`src/rtl/remote_comm_mb.sv`:
```
`default_nettype none
// ============================================================================
// Module      : remote_comm_mb (+ remote_comm_mb_uart_tx, remote_comm_mb_uart_rx)
// Description : Multi-byte remote command sender. Sends a CMD_BYTES-wide
//               command MSB-byte first over an 8N1 UART, optionally waits for
//               a one-byte response with timeout and bounded resend count.
// Revision    : 1.0 - initial release
// ============================================================================

// ----------------------------------------------------------------------------
// 8N1 UART transmitter. tx_done rises at the end of the stop bit and is
// cleared by the next trmt, so a waiting master never sees a stale done.
// ----------------------------------------------------------------------------
module remote_comm_mb_uart_tx #(
    parameter int BAUD_DIV = 434            // clocks per bit, >= 4
) (
    input  logic       clk,
    input  logic       rst_n,
    input  logic       i_trmt,
    input  logic [7:0] i_tx_data,
    output logic       o_tx,
    output logic       o_tx_done
);
    localparam int c_BW = $clog2(BAUD_DIV);
    localparam logic [c_BW-1:0] c_BAUD_LAST = c_BW'(BAUD_DIV - 1);

    logic            r_busy;
    logic [c_BW-1:0] r_baud;
    logic [3:0]      r_bit;
    logic [8:0]      r_shift;
    logic            r_tx;
    logic            r_done;

    // Frame sequencer: start bit on trmt, then 8 data bits LSB first, then stop
    always_ff @(posedge clk or negedge rst_n) begin
        if (!rst_n) begin
            r_busy  <= 1'b0;
            r_baud  <= '0;
            r_bit   <= 4'd0;
            r_shift <= 9'h1FF;
            r_tx    <= 1'b1;
            r_done  <= 1'b0;
        end else if (i_trmt) begin
            r_busy  <= 1'b1;
            r_baud  <= '0;
            r_bit   <= 4'd0;
            r_shift <= {1'b1, i_tx_data};
            r_tx    <= 1'b0;
            r_done  <= 1'b0;
        end else if (r_busy) begin
            if (r_baud == c_BAUD_LAST) begin
                r_baud <= '0;
                if (r_bit == 4'd9) begin
                    r_busy <= 1'b0;
                    r_done <= 1'b1;
                end else begin
                    r_tx    <= r_shift[0];
                    r_shift <= {1'b1, r_shift[8:1]};
                    r_bit   <= r_bit + 4'd1;
                end
            end else begin
                r_baud <= r_baud + c_BW'(1);
            end
        end
    end

    assign o_tx      = r_tx;
    assign o_tx_done = r_done;
endmodule

// ----------------------------------------------------------------------------
// 8N1 UART receiver with two-flop input synchroniser. rx_rdy is held until
// clr_rx_rdy; a new byte arriving in the same cycle as the clear wins.
// ----------------------------------------------------------------------------
module remote_comm_mb_uart_rx #(
    parameter int BAUD_DIV = 434            // clocks per bit, >= 4
) (
    input  logic       clk,
    input  logic       rst_n,
    input  logic       i_rx,
    input  logic       i_clr_rx_rdy,
    output logic       o_rx_rdy,
    output logic [7:0] o_rx_data
);
    localparam int c_BW = $clog2(BAUD_DIV);
    localparam logic [c_BW-1:0] c_FULL_LAST = c_BW'(BAUD_DIV - 1);
    localparam logic [c_BW-1:0] c_HALF_LAST = c_BW'(BAUD_DIV / 2 - 1);

    logic            r_s1;
    logic            r_s2;
    logic            r_busy;
    logic [c_BW-1:0] r_baud;
    logic [3:0]      r_bit;
    logic [7:0]      r_shift;
    logic [7:0]      r_data;
    logic            r_rdy;
    logic            w_tick;
    logic            w_done;

    // Start bit is timed to its middle, every later bit a full period on
    assign w_tick = r_busy && (r_baud == ((r_bit == 4'd0) ? c_HALF_LAST : c_FULL_LAST));
    assign w_done = w_tick && (r_bit == 4'd9);

    // Metastability guard on the asynchronous serial input
    always_ff @(posedge clk or negedge rst_n) begin
        if (!rst_n) begin
            r_s1 <= 1'b1;
            r_s2 <= 1'b1;
        end else begin
            r_s1 <= i_rx;
            r_s2 <= r_s1;
        end
    end

    // Frame sampler; a start bit that is high again at mid-bit is a glitch
    always_ff @(posedge clk or negedge rst_n) begin
        if (!rst_n) begin
            r_busy  <= 1'b0;
            r_baud  <= '0;
            r_bit   <= 4'd0;
            r_shift <= 8'h00;
            r_data  <= 8'h00;
        end else if (!r_busy) begin
            if (!r_s2) begin
                r_busy <= 1'b1;
                r_baud <= '0;
                r_bit  <= 4'd0;
            end
        end else if (w_tick) begin
            r_baud <= '0;
            if (r_bit == 4'd0) begin
                if (r_s2) begin
                    r_busy <= 1'b0;
                end else begin
                    r_bit <= 4'd1;
                end
            end else if (r_bit == 4'd9) begin
                r_busy <= 1'b0;
                r_data <= r_shift;
            end else begin
                r_shift <= {r_s2, r_shift[7:1]};
                r_bit   <= r_bit + 4'd1;
            end
        end else begin
            r_baud <= r_baud + c_BW'(1);
        end
    end

    // Ready flag: set has priority over clear
    always_ff @(posedge clk or negedge rst_n) begin
        if (!rst_n) begin
            r_rdy <= 1'b0;
        end else if (w_done) begin
            r_rdy <= 1'b1;
        end else if (i_clr_rx_rdy) begin
            r_rdy <= 1'b0;
        end
    end

    assign o_rx_rdy  = r_rdy;
    assign o_rx_data = r_data;
endmodule

// ----------------------------------------------------------------------------
// Command sender top level
// ----------------------------------------------------------------------------
module remote_comm_mb #(
    parameter int         CMD_BYTES   = 2,
    parameter int         WAIT_RESP   = 1,
    parameter logic [7:0] ACK_BYTE    = 8'hA5,
    parameter int         TIMEOUT_CYC = 1000000,
    parameter int         MAX_RETRY   = 2,
    parameter int         BAUD_DIV    = 434
) (
    input  logic                   clk,
    input  logic                   rst_n,
    input  logic                   snd_cmd,
    input  logic [8*CMD_BYTES-1:0] cmd,
    input  logic                   RX,
    output logic                   TX,
    output logic                   busy,
    output logic                   cmd_snt,
    output logic                   resp_rdy,
    output logic [7:0]             resp,
    input  logic                   clr_resp_rdy,
    output logic                   ack_ok,
    output logic                   err_timeout
);
    localparam int c_IDX_W = $clog2(CMD_BYTES) + 1;
    localparam int c_TMR_W = $clog2(TIMEOUT_CYC);
    localparam int c_RTY_W = $clog2(MAX_RETRY + 1) + 1;
    localparam logic [c_IDX_W-1:0] c_LAST_IDX = c_IDX_W'(CMD_BYTES - 1);
    localparam logic [c_TMR_W-1:0] c_TMR_LAST = c_TMR_W'(TIMEOUT_CYC - 1);
    localparam logic [c_RTY_W-1:0] c_RTY_MAX  = c_RTY_W'(MAX_RETRY);

    typedef enum logic [1:0] {
        ST_IDLE    = 2'd0,
        ST_SEND    = 2'd1,
        ST_WAIT_TX = 2'd2,
        ST_WAIT_RX = 2'd3
    } state_t;

    state_t                 r_state;
    state_t                 w_nxt_state;
    logic [8*CMD_BYTES-1:0] r_cmd;
    logic [c_IDX_W-1:0]     r_byte_idx;
    logic [c_TMR_W-1:0]     r_timer;
    logic [c_RTY_W-1:0]     r_retry;
    logic                   r_cmd_snt;
    logic                   r_resp_rdy;
    logic [7:0]             r_resp;
    logic                   r_ack;
    logic                   r_err;

    logic                   w_accept;
    logic                   w_trmt;
    logic                   w_byte_inc;
    logic                   w_last_done;
    logic                   w_got_resp;
    logic                   w_resend;
    logic                   w_fail;
    logic                   w_tmr_inc;
    logic [7:0]             w_tx_byte;
    logic                   w_tx_done;
    logic                   w_rx_rdy;
    logic [7:0]             w_rx_data;

    remote_comm_mb_uart_tx #(.BAUD_DIV(BAUD_DIV)) u_uart_tx (
        .clk       (clk),
        .rst_n     (rst_n),
        .i_trmt    (w_trmt),
        .i_tx_data (w_tx_byte),
        .o_tx      (TX),
        .o_tx_done (w_tx_done)
    );

    // Any received byte is acknowledged at once; only WAIT_RX keeps it
    remote_comm_mb_uart_rx #(.BAUD_DIV(BAUD_DIV)) u_uart_rx (
        .clk          (clk),
        .rst_n        (rst_n),
        .i_rx         (RX),
        .i_clr_rx_rdy (w_rx_rdy),
        .o_rx_rdy     (w_rx_rdy),
        .o_rx_data    (w_rx_data)
    );

    // Byte selector: index 0 is the most significant byte of the captured word
    always_comb begin
        w_tx_byte = 8'h00;
        for (int i = 0; i < CMD_BYTES; i++) begin
            if (r_byte_idx == c_IDX_W'(CMD_BYTES - 1 - i)) begin
                w_tx_byte = r_cmd[8*i +: 8];
            end
        end
    end

    // State register
    always_ff @(posedge clk or negedge rst_n) begin
        if (!rst_n) begin
            r_state <= ST_IDLE;
        end else begin
            r_state <= w_nxt_state;
        end
    end

    // Next-state and control strobes; response beats timeout in one cycle
    always_comb begin
        w_nxt_state = r_state;
        w_accept    = 1'b0;
        w_trmt      = 1'b0;
        w_byte_inc  = 1'b0;
        w_last_done = 1'b0;
        w_got_resp  = 1'b0;
        w_resend    = 1'b0;
        w_fail      = 1'b0;
        w_tmr_inc   = 1'b0;
        case (r_state)
            ST_IDLE: begin
                if (snd_cmd) begin
                    w_accept    = 1'b1;
                    w_nxt_state = ST_SEND;
                end
            end
            ST_SEND: begin
                w_trmt      = 1'b1;
                w_nxt_state = ST_WAIT_TX;
            end
            ST_WAIT_TX: begin
                if (w_tx_done) begin
                    if (r_byte_idx == c_LAST_IDX) begin
                        w_last_done = 1'b1;
                        w_nxt_state = (WAIT_RESP != 0) ? ST_WAIT_RX : ST_IDLE;
                    end else begin
                        w_byte_inc  = 1'b1;
                        w_nxt_state = ST_SEND;
                    end
                end
            end
            ST_WAIT_RX: begin
                if (w_rx_rdy) begin
                    w_got_resp  = 1'b1;
                    w_nxt_state = ST_IDLE;
                end else if (r_timer == c_TMR_LAST) begin
                    if (r_retry < c_RTY_MAX) begin
                        w_resend    = 1'b1;
                        w_nxt_state = ST_SEND;
                    end else begin
                        w_fail      = 1'b1;
                        w_nxt_state = ST_IDLE;
                    end
                end else begin
                    w_tmr_inc = 1'b1;
                end
            end
            default: begin
                w_nxt_state = ST_IDLE;
            end
        endcase
    end

    // Captured command word; resends always reuse this copy
    always_ff @(posedge clk or negedge rst_n) begin
        if (!rst_n) begin
            r_cmd <= '0;
        end else if (w_accept) begin
            r_cmd <= cmd;
        end
    end

    // Byte, retry and response-timer counters
    always_ff @(posedge clk or negedge rst_n) begin
        if (!rst_n) begin
            r_byte_idx <= '0;
            r_retry    <= '0;
            r_timer    <= '0;
        end else begin
            if (w_accept) begin
                r_byte_idx <= '0;
                r_retry    <= '0;
            end else if (w_resend) begin
                r_byte_idx <= '0;
                r_retry    <= r_retry + c_RTY_W'(1);
            end else if (w_byte_inc) begin
                r_byte_idx <= r_byte_idx + c_IDX_W'(1);
            end
            if (w_last_done) begin
                r_timer <= '0;
            end else if (w_tmr_inc) begin
                r_timer <= r_timer + c_TMR_W'(1);
            end
        end
    end

    // Status flags: cmd_snt per attempt, err_timeout after the final attempt
    always_ff @(posedge clk or negedge rst_n) begin
        if (!rst_n) begin
            r_cmd_snt <= 1'b0;
            r_err     <= 1'b0;
        end else begin
            if (w_accept || w_resend) begin
                r_cmd_snt <= 1'b0;
            end else if (w_last_done) begin
                r_cmd_snt <= 1'b1;
            end
            if (w_accept) begin
                r_err <= 1'b0;
            end else if (w_fail) begin
                r_err <= 1'b1;
            end
        end
    end

    // Response capture; a new response wins over a same-cycle clear
    always_ff @(posedge clk or negedge rst_n) begin
        if (!rst_n) begin
            r_resp     <= 8'h00;
            r_ack      <= 1'b0;
            r_resp_rdy <= 1'b0;
        end else if (w_got_resp) begin
            r_resp     <= w_rx_data;
            r_ack      <= (w_rx_data == ACK_BYTE);
            r_resp_rdy <= 1'b1;
        end else if (w_accept) begin
            r_ack      <= 1'b0;
            r_resp_rdy <= 1'b0;
        end else if (clr_resp_rdy) begin
            r_resp_rdy <= 1'b0;
        end
    end

    assign busy        = (r_state != ST_IDLE);
    assign cmd_snt     = r_cmd_snt;
    assign resp_rdy    = r_resp_rdy;
    assign resp        = r_resp;
    assign ack_ok      = r_ack & r_resp_rdy;
    assign err_timeout = r_err;
endmodule

`default_nettype wire

```
`config.mk`:
```
export PLATFORM = sky130hd
export DESIGN_NAME = remote_comm_mb
export DESIGN_NICKNAME = d
export VERILOG_FILES = /design/src/rtl/remote_comm_mb.sv
export SDC_FILE = /design/constraint.sdc
export NUM_CORES = 1
export LEC_CHECK = 0
export BUFFER_PORTS_ARGS = -buffer_cell sky130_fd_sc_hd__buf_4
export CAP_MARGIN = 20
export CORE_MARGIN = 2
export CORE_UTILIZATION = 30
export CTS_CLUSTER_SIZE = 40
export DETAILED_ROUTE_END_ITERATION = 16
export PLACE_DENSITY = 0.44
export SYNTH_ARGS = -nofsm -noshare
export SYNTH_HDL_FRONTEND = slang
export SYNTH_HIERARCHICAL = 1
export SYNTH_SLANG_ARGS = --single-unit
```
`constraint.sdc`:
```
create_clock -name clk -period 3.09 [get_ports clk]
set_clock_uncertainty 0.15 [all_clocks]
set_input_delay 0.618 -clock clk [delete_from_list [all_inputs] [get_ports clk]]
set_output_delay 0.618 -clock clk [all_outputs]
set_load 0.01 [all_outputs]
```
== Yosys cells after proc, flatten, opt, wreduce, memory -nomap -nowiden ==
Index checks and enable logic that the tools add are counted.

* Shifts and indexed selects: 0
* Bitwise gates (word level): 3
* Multipliers: 0
* Reduce and logical (&&, ||, !) cells: 23
* Eq/ne operators: 18
* Divide/modulo/power cells: 0
* Mux-type cells: 86
* Magnitude comparators: 1
* Add/sub/neg operators: 7

{| class="wikitable"
|+ Operator list
! cell !! number
|-
| $mux 9 || 11
|-
| $mux 1 || 50
|-
| $mux 20 || 2
|-
| $mux 4 || 10
|-
| $add 20x1->20 const B || 1
|-
| $eq 20x20->1 const B || 1
|-
| $add 9x1->9 const B || 2
|-
| $reduce_bool 2->1 || 9
|-
| $mux 2 || 8
|-
| $mux 8 || 2
|-
| $reduce_and 4->1 || 3
|-
| $eq 9x9->1 || 1
|-
| $eq 9x9->1 const B || 1
|-
| $reduce_and 3->1 || 3
|-
| $add 4x1->4 const B || 2
|-
| $eq 4x4->1 const B || 2
|-
| $eq 8x8->1 const B || 1
|-
| $ne 2x2->1 const B || 4
|-
| $pmux 2 s4 || 1
|-
| $mux 3 || 2
|-
| $reduce_bool 3->1 || 2
|-
| $eq 2x1->1 const B || 2
|-
| $eq 2x2->1 const B || 2
|-
| $logic_not 2->1 || 2
|-
| 11 further kinds || 14
|}

* Bits in latches: 0
* Bits in registers: 113
* ROM bits: 0
* Bits in writable memories: 0
* Memories: 0
* Word-level logic and storage cells: 162
* Input port bits: 21
* Output and inout port bits: 14

== Logic depth before layout (Yosys ltp) ==
Gate-level depths: netlist of the first run.

* Word-level depth: 7
* Depth in mapped cells: 8
* Mapped depth without buffers: 7

== Cells and area by module ==
Netlist of the first run, hierarchy kept.

{| class="wikitable"
|+ By module, submodules not included
! module !! instances !! seq. area each (sq um) !! cells each !! area each (sq um)
|-
| remote_comm_mb || 1 || 1,376.3 || 288 || 2,755.1
|-
| remote_comm_mb_uart_rx || 1 || 828.3 || 140 || 1,577.8
|-
| remote_comm_mb_uart_tx || 1 || 611.8 || 124 || 1,293.7
|}

== Worst setup path after synthesis of the first run ==
OpenSTA, ideal clock, no wires.

* Path kind: register to register
* From: register u_uart_rx.r_bit[1]
* To: register u_uart_rx.r_data[0] (netlist: u_uart_rx/o_rx_data[0])
* Setup slack: 799 ps
* Data required time: 2,815 ps
* Stages on the path, launching flop included: 7
* Setup time: 125 ps
* Arrival: 2,016 ps
* Buffers on the path: 0
* Clock period less this slack: 2,291 ps
* Cells stage by stage: dfrtp_1 > inv_1 > ha_1 > nor3b_1 > nand4_1 > a21oi_4 > mux2_2

* Longest elaborated chain between the ends: 5
* Elaborated cells on any way between the ends: 7
* Classes of those cells: eq/ne: 2; mux: 1; bitwise: 1; reduce/logical: 3

{| class="wikitable"
|+ Ends and longest elaborated chain
! what !! RTL line !! text
|-
| start, declared || 93 || <nowiki>logic [3:0] r_bit;</nowiki>
|-
| start signal, assigned || 142 || <nowiki>r_bit <= r_bit + 4'd1;</nowiki>
|-
| $logic_not 4->1 || 101, 131 ||
|-
| $mux 9 || 101 || <nowiki>assign w_tick = r_busy && (r_baud == ((r_bit == 4'd0) ? c_HALF_LAST : c_FULL_LAST));</nowiki>
|-
| $eq 9x9->1 || 101 ||
|-
| $logic_and 1x1->1 || 101 ||
|-
| $reduce_and 4->1 (no line) * || n/a ||
|-
| end signal, assigned || 139 || <nowiki>r_data <= r_shift;</nowiki>
|-
| end, declared || 95 || <nowiki>logic [7:0] r_data;</nowiki>
|}

Mark *: on every way between the ends. The rest lies on a longest branch, timed or not.
A chain may end at the register's enable or synchronous reset.

== Worst setup path in the final report of the first run ==
* From: register u_uart_rx.r_bit[1]
* To: register u_uart_rx.r_data[1] (netlist: u_uart_rx/o_rx_data[1])

The elaborated chain is that of the path after synthesis.

==> results of run 1 <==
power breakdown:
group          leakage, nW  internal (mW)  switching, mW
Clock                0.151          0.650          0.590
Combinational         1.22         0.0210         0.0352
Sequential            1.47           1.47       0.000663
path summary, 6_finish.rpt:
path                            slack (ns)  depth (start not counted)                      to                from
max in group asynchronous             1.85                          2    u_uart_tx/r_shift[6]               rst_n
worst max register to register        0.52                          6  u_uart_rx/o_rx_data[1]  u_uart_rx/r_bit[1]
worst max-delay path                  0.52                          6  u_uart_rx/o_rx_data[1]  u_uart_rx/r_bit[1]
worst min register to register        0.21                          0          u_uart_rx/r_s2      u_uart_rx/r_s1
min in group clk                      0.21                          0          u_uart_rx/r_s2      u_uart_rx/r_s1
worst min-delay path                  0.12                          1     u_uart_tx/r_baud[7]               rst_n
cell usage in the layout, fill, tap and decap left out, types with 10 or more instances in the layout:
master	synthesis	final
dfrtp_1	101	101
nand2_1	87	87
buf_4	1	41
nor2_1	27	27
mux2_2	25	25
nand3_1	22	22
a21oi_1	20	20
inv_1	18	18
nor2b_1	19	18
o21ai_0	17	17
nor3_1	16	16
ha_1	12	12
nand4_1	11	11
dfstp_2	11	11
a22o_1	10	10
o31ai_1	10	10
or4_1	10	10
flip-flops by register name, indices dropped and copies added, names as in the netlist, 2 cells and up:
signal and cells:
u_uart_rx/r_shift 8, u_uart_rx/r_baud 9, r_byte_idx 2, u_uart_tx/r_shift 8
u_uart_rx/r_bit 4, u_uart_tx/r_baud 9, u_uart_rx/o_rx_data 8, r_cmd 16
resp 8, r_timer 20, r_retry 3, u_uart_tx/r_bit 4
r_state 2
layer usage:
metal	share of wire, %	wire length, um
met2	46	5710
met5	0	0
met4	1.2	150
met1	50	6150
met3	2.4	294
metrics by stage:
step / hold WS [ns] / std cells / setup WS (ns) / util [%]
after detailed placement: 0.199 / 801 / 0.527 / 32.9
final: 0.125 / 817 / 0.518 / 34.6
after floorplan: 0.172 / 552 / 0.799 / -
after CTS: 0.173 / 817 / 0.509 / 34.6
after global placement: 0.200 / 801 / 0.620 / 32.9
after global routing: 0.192 / 817 / 0.302 / 34.6
layout make-up:
class	count	area, sq um
repair buffers	42	328
well taps	234	293
clock inverters	7	86.3
flip-flops and latches	112	2820
fillers	1869	12100
inverters	18	67.6
clock buffers	9	225
multi-input cells	395	2620
worst max-delay path: cells and delay by family, from the launching register on:
family | cells | cell delay [ns]
simple gates | 2 | 0.83
compound gates | 1 | 0.42
flops | 1 | 0.41
mux | 1 | 0.38
fa+ha+maj | 1 | 0.16
buf+inv | 1 | 0.10
kinds of logic (layout without fill, tap and decap cells):
kind of cell	Yosys count	after routing	share of synthesized area (%)
DFF	112	112	50.1
muxes	34	34	6.60
and+or+nand+nor	246	246	23.5
xor gates and xnor gates	10	10	1.56
adders and majority gates	12	12	2.67
AOI/OAI and AO/OA	93	93	12.1
buffers and inverters	45	76	3.51
==> flow_metrics.env, run 1 <==
export IMPL_cp_end_kind="register"
export IMPL_rsz0062_at_grt="no"
export IMPL_num_io_pins=35
export IMPL_cts_sinks=112
export IMPL_dpl_hpwl_um=8380
export IMPL_syn_to_final_growth_pct=14.3
export IMPL_grt_max_degree=48
export IMPL_placedInstanceArea_sq_um=6120
export IMPL_yosysWarningCount=6
export IMPL_synth_top_cell_area_share_pct=44.9
export IMPL_die_area_sq_um=19900
export IMPL_drtIter0Drc=171
export IMPL_p_leak_nw=2.84
export IMPL_ys_dominant_reg_cell="dfrtp_1"
export IMPL_finalMaxSlewViolations=0
export IMPL_cts_root_buffer="clkbuf_16"
export IMPL_wl_um=12300
export IMPL_postCtsSetupBuffers=0
export IMPL_hold_buffers=0
export IMPL_cts_tree="built"
export IMPL_worstMarginPinSlew_ns=0.867
export IMPL_place_gp_congestion=0.780
export IMPL_grt_use_total_pct=13.1
export IMPL_grt_pass1_vias=4072
export IMPL_nets=611
export IMPL_drc=0
export IMPL_finalSetupViolCount=0
export IMPL_synthCells=552
export IMPL_synth_area_leaders="dfrtp_1, nand2_1, dfstp_2"
export IMPL_ctsResizeCount=0
export IMPL_synth_area_per_cell_sq_um=10.2
export IMPL_syn_num_nets=585
export IMPL_floorplan_initialDensity_pct=30.3
export IMPL_slowest_delay_ns=0.45
export IMPL_worstPathMaxFanout=9
export IMPL_diodes=0
export IMPL_yosysUniqueCellTypes=60
export IMPL_relSlewSlack_pct=42.1
export IMPL_irDropWorstVdd_v=0.000235
export IMPL_startpoint_type="register"
export IMPL_final_area_sq_um=6430
export IMPL_arrival_ns=2.67
export IMPL_required_ns=3.18
export IMPL_finalCritPeriodShare_pct=83.2
export IMPL_grt_use_met3_pct=2.82
export IMPL_crit_chain="inv_1 -> ha_1 -> nor3b_1 -> nand4_1 -> a21oi_4 -> mux2_2"
export IMPL_die_w_um=141
export IMPL_drv_cap=0
export IMPL_critical_path_class="reg2reg"
export IMPL_hold_violations=0
export IMPL_htree_levels=3
export IMPL_min_path_type="in2async"
export IMPL_p_total_mw=2.76
export IMPL_synthArstFlopShare_pct=100
export IMPL_synth_seq_cells=112
export IMPL_grt_overflow=0
export IMPL_io_buffers=34
export IMPL_clk_latency_ns=0.35
export IMPL_post_route_min_period_ns=2.57
export IMPL_synth_most_common_cell="dfrtp_1"
export IMPL_vias=4160
export IMPL_wl_per_cell_um=15.1
export IMPL_status="completed"
export IMPL_drive_gt1_share_pct=18.7
export IMPL_yosysTopAreaCell="dfrtp_1"
export IMPL_grt_use_met1_pct=18.5
export IMPL_fp_dieH_um=141
export IMPL_first_pass_iters=5
export IMPL_via_per_inst=5.09
export IMPL_cp_slowest_cell="nor3b_1"
export IMPL_fin_setup_tns_ns=0
export IMPL_synth_edff_count=0
export IMPL_antenna_left=0
export IMPL_synthTopCellsByCount="dfrtp_1, nand2_1, nor2_1"
export IMPL_fp_row_count=50
export IMPL_power_density_nw_per_um2=430
export IMPL_antenna_found_initial=0
export IMPL_path_clk_slew_ns=0.08
export IMPL_ys_seq_area_share_pct=50.1
export IMPL_syn_cell_area_sq_um=5630
export IMPL_core_region_area_sq_um=18600
export IMPL_grtUsageMet2_pct=20.5
export IMPL_fmax_mhz=389
export IMPL_cts_buffers=9
export IMPL_clock_path_buffers=2
export IMPL_grt_busiest_layer="met2"
export IMPL_grt_pass1_wl_um=21100
(Power assumes the default switching activity.)
==> run 2, diff against run 1 <==
- clock period: 3.09 -> 2.6 ns (I/O delays scaled with it)
==> flow_metrics.env, run 2 (synthesis results as in run 1) <==
export IMPL_nets=619
export IMPL_dpl_hpwl_um=8780
export IMPL_path_clk_slew_ns=0.08
export IMPL_largest_reg_flops=20
export IMPL_status="completed"
export IMPL_antenna_left=0
export IMPL_reg2reg_slack_ns=0.11
export IMPL_fin_cells=825
export IMPL_place_gp_congestion=0.788
export IMPL_power_frac_comb_pct=2.1
export IMPL_fillers=1899
export IMPL_worstReg2RegEnd="u_uart_rx/o_rx_data[3]"
export IMPL_dp_cells=809
export IMPL_wl_per_cell_um=15.1
export IMPL_grt_pass1_wl_um=21700
export IMPL_hold_buffers=0
export IMPL_arrival_ns=2.59
export IMPL_switching_share_pct=23.7
export IMPL_p_leak_nw=2.88
export IMPL_clock_path_buffers=2
export IMPL_crit_chain="inv_1 -> ha_1 -> nor3b_2 -> or4_1 -> a21oi_4 -> mux2_2"
export IMPL_die_w_um=141
export IMPL_core_region_area_sq_um=18600
export IMPL_clkPwrFrac_pct=43.6
export IMPL_cts_buffers=9
export IMPL_drive_gt1_share_pct=20.0
export IMPL_relSlewSlack_pct=46.5
export IMPL_regMostFlops="r_timer"
export IMPL_wl_um=12400
export IMPL_finalCritPeriodShare_pct=95.7
export IMPL_grt_max_degree=41
export IMPL_drtIter0Drc=113
export IMPL_seq_area_sq_um=2820
export IMPL_slowest_delay_ns=0.63
export IMPL_rsz0062_at_grt="no"
export IMPL_io_buffers=34
export IMPL_clk_latency_ns=0.36
export IMPL_irDropWorstVdd_v=0.000316
export IMPL_fp_dieH_um=141
export IMPL_finalSetupViolCount=0
export IMPL_diodes=0
export IMPL_vias=4154
export IMPL_num_io_pins=35
export IMPL_p_seq_share_pct=54.3
export IMPL_grt_pass1_vias=4236
export IMPL_cts_sinks=112
export IMPL_startpoint_type="register"
export IMPL_cts_tree="built"
export IMPL_cp_top_family="simple AND/OR/NAND/NOR gates"
export IMPL_floorplan_initialDensity_pct=30.3
export IMPL_antenna_found_initial=0
export IMPL_final_area_sq_um=6480
export IMPL_largest_registers="r_timer x20, r_cmd x16"
export IMPL_worst_path_buf_inv=1
export IMPL_first_pass_iters=4
export IMPL_cp_slowest_cell="or4_1"
export IMPL_required_ns=2.70
export IMPL_layout_common_cells="dfrtp_1, nand2_1, buf_4"
export IMPL_finalMaxSlewViolations=0
export IMPL_drc=0
export IMPL_die_area_sq_um=19900
export IMPL_fp_row_count=50
export IMPL_intPower_mw=2.45
export IMPL_power_switching_uw=763
export IMPL_cp_end_kind="register"
export IMPL_min_path_type="in2async"
export IMPL_multi_input_area_sq_um=2620
export IMPL_reg2reg_depth=6
export IMPL_fmax_mhz=402
export IMPL_post_route_min_period_ns=2.49
export IMPL_worstMarginPinSlew_ns=0.801
export IMPL_worstPathMaxFanout=9
export IMPL_hold_violations=0
export IMPL_placedInstanceArea_sq_um=6180
export IMPL_grt_overflow=0
export IMPL_grt_use_total_pct=13.4
export IMPL_via_per_inst=5.04
export IMPL_htree_levels=3
export IMPL_final_common_cell="dfrtp_1"
export IMPL_critical_path_class="reg2reg"
export IMPL_syn_to_final_growth_pct=15.2
export IMPL_reg2reg_from="u_uart_rx/r_bit[1]"
export IMPL_power_density_nw_per_um2=496
export IMPL_drv_cap=0
export IMPL_cts_root_buffer="clkbuf_16"
==> run 2: layout make-up <==
cell class                 count  area share (%)
sequential                   112            43.5
multi-input combinational    395            40.4
timing repair buffer          50            5.98
tap                          234            4.52
clock buffer                   9            3.47
clock inverter                 7            1.10
inverter                      18            1.04
==> run 2: stage by stage <==
| step | TNS, ns | worst slack, ns | total power [mW] | util [%] | hold WS [ns] |
|---|---|---|---|---|---|
| global route | 0 | 0.0113 | 3.36 | 34.9 | 0.0420 |
| finish | 0 | 0.111 | 3.22 | 34.9 | 0.0131 |
| global placement | 0 | 0.126 | 1.85 | 33.3 | 0.199 |
| floorplan | 0 | 0.309 | 1.78 | - | 0.0744 |
| detailed placement | -0.0548 | -0.0135 | 1.85 | 33.3 | 0.201 |
| CTS | 0 | 0.104 | 3.28 | 34.9 | 0.0273 |
==> run 2: power by group through the flow <==
| stage | Sequential [mW] | Combinational, mW | Clock [mW] |
|---|---|---|---|
| after floorplan | 1.78 | 0.00215 | 0 |
| after global placement | 1.78 | 0.0716 | 0 |
| after detailed placement | 1.78 | 0.0721 | 0 |
| after CTS | 1.74 | 0.0726 | 1.46 |
| after global routing | 1.75 | 0.0791 | 1.53 |
| final | 1.74 | 0.0679 | 1.40 |
==> run 2: worst register-to-register path, stage by stage, from the launching register on <==
cell and delay (ns):
dfrtp_1 0.39, inv_1 0.09, ha_1 0.20, nor3b_2 0.18, or4_1 0.63, a21oi_4 0.36, mux2_2 0.38
==> run 2: worst max path at each step <==
stage	startpoint	endpoint	slack, ns	cells after the start
after global routing	u_uart_rx/r_bit[1]	u_uart_rx/o_rx_data[1]	0.01	6
after detailed placement	u_uart_rx/r_bit[1]	u_uart_rx/o_rx_data[3]	-0.01	6
after CTS	u_uart_rx/r_bit[0]	u_uart_rx/o_rx_data[1]	0.10	6
final	u_uart_rx/r_bit[1]	u_uart_rx/o_rx_data[3]	0.11	6
after floorplan	u_uart_rx/r_bit[1]	u_uart_rx/o_rx_data[0]	0.31	6
after global placement	u_uart_rx/r_bit[1]	u_uart_rx/o_rx_data[2]	0.13	6
==> run 2: what timing repair did <==
item	in CTS	in global routing
setup endpoints to repair	8	0
buffers inserted	0	0
resized for setup	1	0
==> run 2: layer usage <==
metal  global-route usage [%]  up-vias  wire length [um]
met2                     21.4       39              5680
li1                         -     2058                 -
met1                     18.1     2042              6250
met5                        0        -                 0
met4                     3.58        0               180
met3                     3.53       15               317
